**config.mk**
```make
export PLATFORM = sky130hd
export DESIGN_NAME = light_seq_tracker
export DESIGN_NICKNAME = d
export VERILOG_FILES = /design/src/rtl/intersection_sensor_model_pkg.sv /design/src/rtl/intersection_sensor_model_light_seq_tracker.sv
export SDC_FILE = /design/constraint.sdc
export NUM_CORES = 1
export LEC_CHECK = 0
export CAP_MARGIN = 20
export CORE_AREA = 2 2 39 41
export CTS_CLUSTER_SIZE = 20
export DETAILED_ROUTE_END_ITERATION = 10
export DIE_AREA = 0 0 41 43
export SKIP_LAST_GASP = 1
export SLEW_MARGIN = 20
export SYNTH_ARGS = -nofsm -noshare
export SYNTH_HDL_FRONTEND = slang
export SYNTH_SLANG_ARGS = --single-unit
```
**constraint.sdc**
```tcl
create_clock -name clk -period 1.3 [get_ports clk]
set_input_delay 0.26 -clock clk [delete_from_list [all_inputs] [get_ports clk]]
set_output_delay 0.26 -clock clk [all_outputs]
set_load 0.005 [all_outputs]
```
**src/rtl/intersection_sensor_model_pkg.sv**
```systemverilog
// Shared constants and types for the intersection sensor model.
package intersection_sensor_model_pkg;

    // Light codes driven by the controller
    localparam logic [2:0] LIGHT_GREEN  = 3'b111;
    localparam logic [2:0] LIGHT_YELLOW = 3'b100;
    localparam logic [2:0] LIGHT_RED    = 3'b001;

    // Tracker state: the legal code sampled at the previous edge, or UNK
    typedef enum logic [1:0] {
        TRK_UNK = 2'd0,
        TRK_GRN = 2'd1,
        TRK_YEL = 2'd2,
        TRK_RED = 2'd3
    } trk_state_t;

    // Error codes; lower value wins when several fire on the same edge
    localparam logic [2:0] ERR_NONE     = 3'b000;
    localparam logic [2:0] ERR_CODE_A   = 3'b001;
    localparam logic [2:0] ERR_CODE_B   = 3'b010;
    localparam logic [2:0] ERR_TRANS_A  = 3'b011;
    localparam logic [2:0] ERR_TRANS_B  = 3'b100;
    localparam logic [2:0] ERR_CONFLICT = 3'b101;

    function automatic logic is_legal(input logic [2:0] c);
        return (c == LIGHT_GREEN) || (c == LIGHT_YELLOW) || (c == LIGHT_RED);
    endfunction

endpackage

```
**src/rtl/intersection_sensor_model_light_seq_tracker.sv**
```systemverilog
// Per-street light sequence tracker: remembers the last legal code and
// flags illegal codes and illegal transitions on the current sample.
module light_seq_tracker
    import intersection_sensor_model_pkg::*;
(
    input  logic       clk,
    input  logic       rst,
    input  logic [2:0] code,
    output trk_state_t state,
    output logic       code_err,
    output logic       trans_err
);

    trk_state_t state_next;

    // State register; reset returns to UNK so the first sample is never a transition error
    always_ff @(posedge clk or negedge rst) begin
        if (!rst) state <= TRK_UNK;
        else      state <= state_next;
    end

    // Next state and error decode for the current sample
    always_comb begin
        state_next = state;
        code_err   = 1'b0;
        trans_err  = 1'b0;
        case (code)
            LIGHT_GREEN: begin
                state_next = TRK_GRN;
                trans_err  = (state == TRK_YEL);
            end
            LIGHT_YELLOW: begin
                state_next = TRK_YEL;
                trans_err  = (state == TRK_YEL) || (state == TRK_RED);
            end
            LIGHT_RED: begin
                state_next = TRK_RED;
                trans_err  = (state == TRK_GRN);
            end
            default: begin
                // Illegal code: forget history so the next legal code is accepted
                state_next = TRK_UNK;
                code_err   = 1'b1;
            end
        endcase
    end

endmodule

```
==> results of run 1 <==
[synth_stat cells]
cell	instances	area [um^2]
and2_4	1	8.76
xnor2_1	2	17.5
nand2_1	1	3.75
nand3b_1	1	7.51
nor2_1	1	3.75
o21ai_0	1	5.00
nor4_1	1	6.26
nor2_2	1	6.26
a31o_2	1	8.76
dfrtp_1	2	50.1
nor3b_1	1	7.51
[layout make-up]
cell class                      count  area (um^2)
Timing Repair Buffer               12         88.8
Fill cell                         154         1120
Tap cell                           16         20.0
Clock buffer                        3         22.5
Multi-Input combinational cell     11         86.3
Sequential cell                     2         50.0
[what timing repair did]
item                       4_1_cts  5_1_grt
setup endpoints to repair        4        1
resized for setup               24        0
pin swaps                        2        1
[per-stage QoR]
stage / setup WS, ps / util
2_1_floorplan: 259 / -
3_3_place_gp: -643 / 0.184
3_5_place_dp: -647 / 0.184
4_1_cts: -81.3 / 0.193
5_1_grt: -132 / 0.193
6_report: -54.8 / 0.193
[kinds of logic after synthesis]
| kind of cell | count (synthesis) |
|---|---|
| simple gates | 7 |
| xor+xnor | 2 |
| flops | 2 |
| compound gates | 2 |
[layer usage]
metal  part of all wire  wire length [um]
met5                  0                 0
met4                  0                 0
met3               0.11                37
met2               0.48               167
met1               0.41               140
[path summary, 6_finish.rpt]
path	cells past startpoint	slack, ps	start	end
min in group clk	3	390	code[1]	state[1]
max in group asynchronous	1	980	rst	state[1]
worst min-delay path	1	200	rst	state[0]
worst max-delay path	3	-50	state[1]	trans_err
[power groups by stage]
stage                     Combinational [mW]  Clock [mW]  Sequential (mW)
after floorplan                       0.0195           0           0.0717
after global placement                0.0701           0           0.0707
after detailed placement              0.0695           0           0.0708
after CTS                             0.0627       0.142           0.0705
after global routing                  0.0686       0.151           0.0710
final                                 0.0619       0.134           0.0705
==> results.md, run 1 <==
* DRC at 0
* Gr usage total at 0.0541
* Clk sinks at 2
* Final setup fails at 1
* Dpl cells at a little over 40
* XOR/XNOR Fraction of Synth Area at 0.140
* WL final at 345 um
* CP Capture Type: primary output
* Sw frac at 0.225
* Hold WC Path Type: input port to asynchronous set/reset pin
* Fin area at ~270 um^2
* Most frequent cells in the layout: buf_2 (4), buf_4 (4), clkbuf_4 (3)
* Final Net Count at 35
* Adder-cell area share of the yosys netlist at 0
* Status: finished with violations
* Vias in the first global route at 152
* CTS tree: done
* Num CTS Buffers at 3
* Family with the most delay on the worst path: flip-flops
* Gate Count Post-Synth at 13
* I/O Buffers at 8
* Setup TNS at -54.8 ps
* Starting DRT DRC Count at 0
* GR Util met2 at 0.0719
* Critical path type: flop to primary output
* Pin count of the biggest net entering global routing at 6
* Worst Setup Start Kind: flop
* Slew @ Worst Pin at 196 ps
* Slew Limit Fails at 0
* Pwr Density at 996 nW/um^2
* F_max at 738 MHz
* Final hold violations at 0
* Largest family of logic cells by synthesized area: simple AND/OR/NAND/NOR gates
* Period utilization at 1.04
* Buffers & Inverters on Critical Path at 1
* First-pass GRT wire length at approximately 510 um
* Initial Util at 0.0904
* Avg Cell Area, Syn at 9.62 um^2
* Finished Layout Cells at 44
* P&R area growth vs syn at 114%
* Post-Syn Area at around 130 um^2
* Crit path DAT at 1090 ps
* Core Box Area at roughly 1400 um^2
* Maximum VDD drop at about 0.2 mV
* ANT cells at 0
* Post-Synth Simple-Gate Area at 0.350
* Detail Route Antenna Nets at 0
* Setup bufs post-CTS at 0
* Rows at 14
* Library cells used by synthesis at 11
* Clock transition at path regs at 30 ps
* Routability cong. at 0.561
* Wire per inst at 7.84 um
* Worst EP required at 1040 ps
* Violated checks: setup timing
* Global route total overflow at 0
* Mux contribution to synthesized area at 0
* Crit-path cells: nor4_2 > a31o_2 > buf_2
* Synth Area in Compound Gates at 0.110
* DR pass1 iterations at 1
* Clock power frac at 0.503
* Ys Warns at 0
* CTS Hold Buffers Added at 0
* Total power at 267 uW
* I/O Pins at 9
* Layout cell share with drive strength beyond 1 at 0.607
* Chip width at slightly above 40 um
* Largest stage delay, worst path at 380 ps
* Sequential share of power at 0.265
* Max Cap Violations at 0
* CTS Root Cell: clkbuf_4
* Gr busiest metal: met4
* H-tree depth at 1
* Die ar. at between 1500 and 2000 um^2
* P_int at 207 uW
* Initial antenna violation count at 0
* GRT met1 Usage at 0.0319
* Post-synthesis sequential area ratio at 0.400
* Combinational share of power at 0.232
* Global Route met3 Usage at 0.0314
* Clk buf depth at 2
* Critical path's slowest cell: dfrtp_1
* Most flops, register: state
* Tmin final at 1350 ps
* Hold_ws at 198 ps
* Die Height at 43 um
* Total number of vias at 151
* Via density per instance at 3.43
* Worst setup slack after layout at -54.8 ps
* Max reg flops at 2
* Switching Power at 59.9 uW
* Crit Path Max Fanout at 2
* #FFs+latches synth at 2
* Cell Area, Placed at 255 um^2
* Syn_nets at 18
* Biggest regs: state (2)
* RSZ-0062 raised after global routing: yes
* Leakage power at 0.123 nW
* Rel. slew slack at 0.868
Power figures use the tool's default switching activity.
==> run 2: changes to the inputs <==
Settings changed: SLEW_MARGIN 20 to 10.
==> results of run 2 <==
Same layout as run 1: the final DEF is identical, and so are final timing and power.
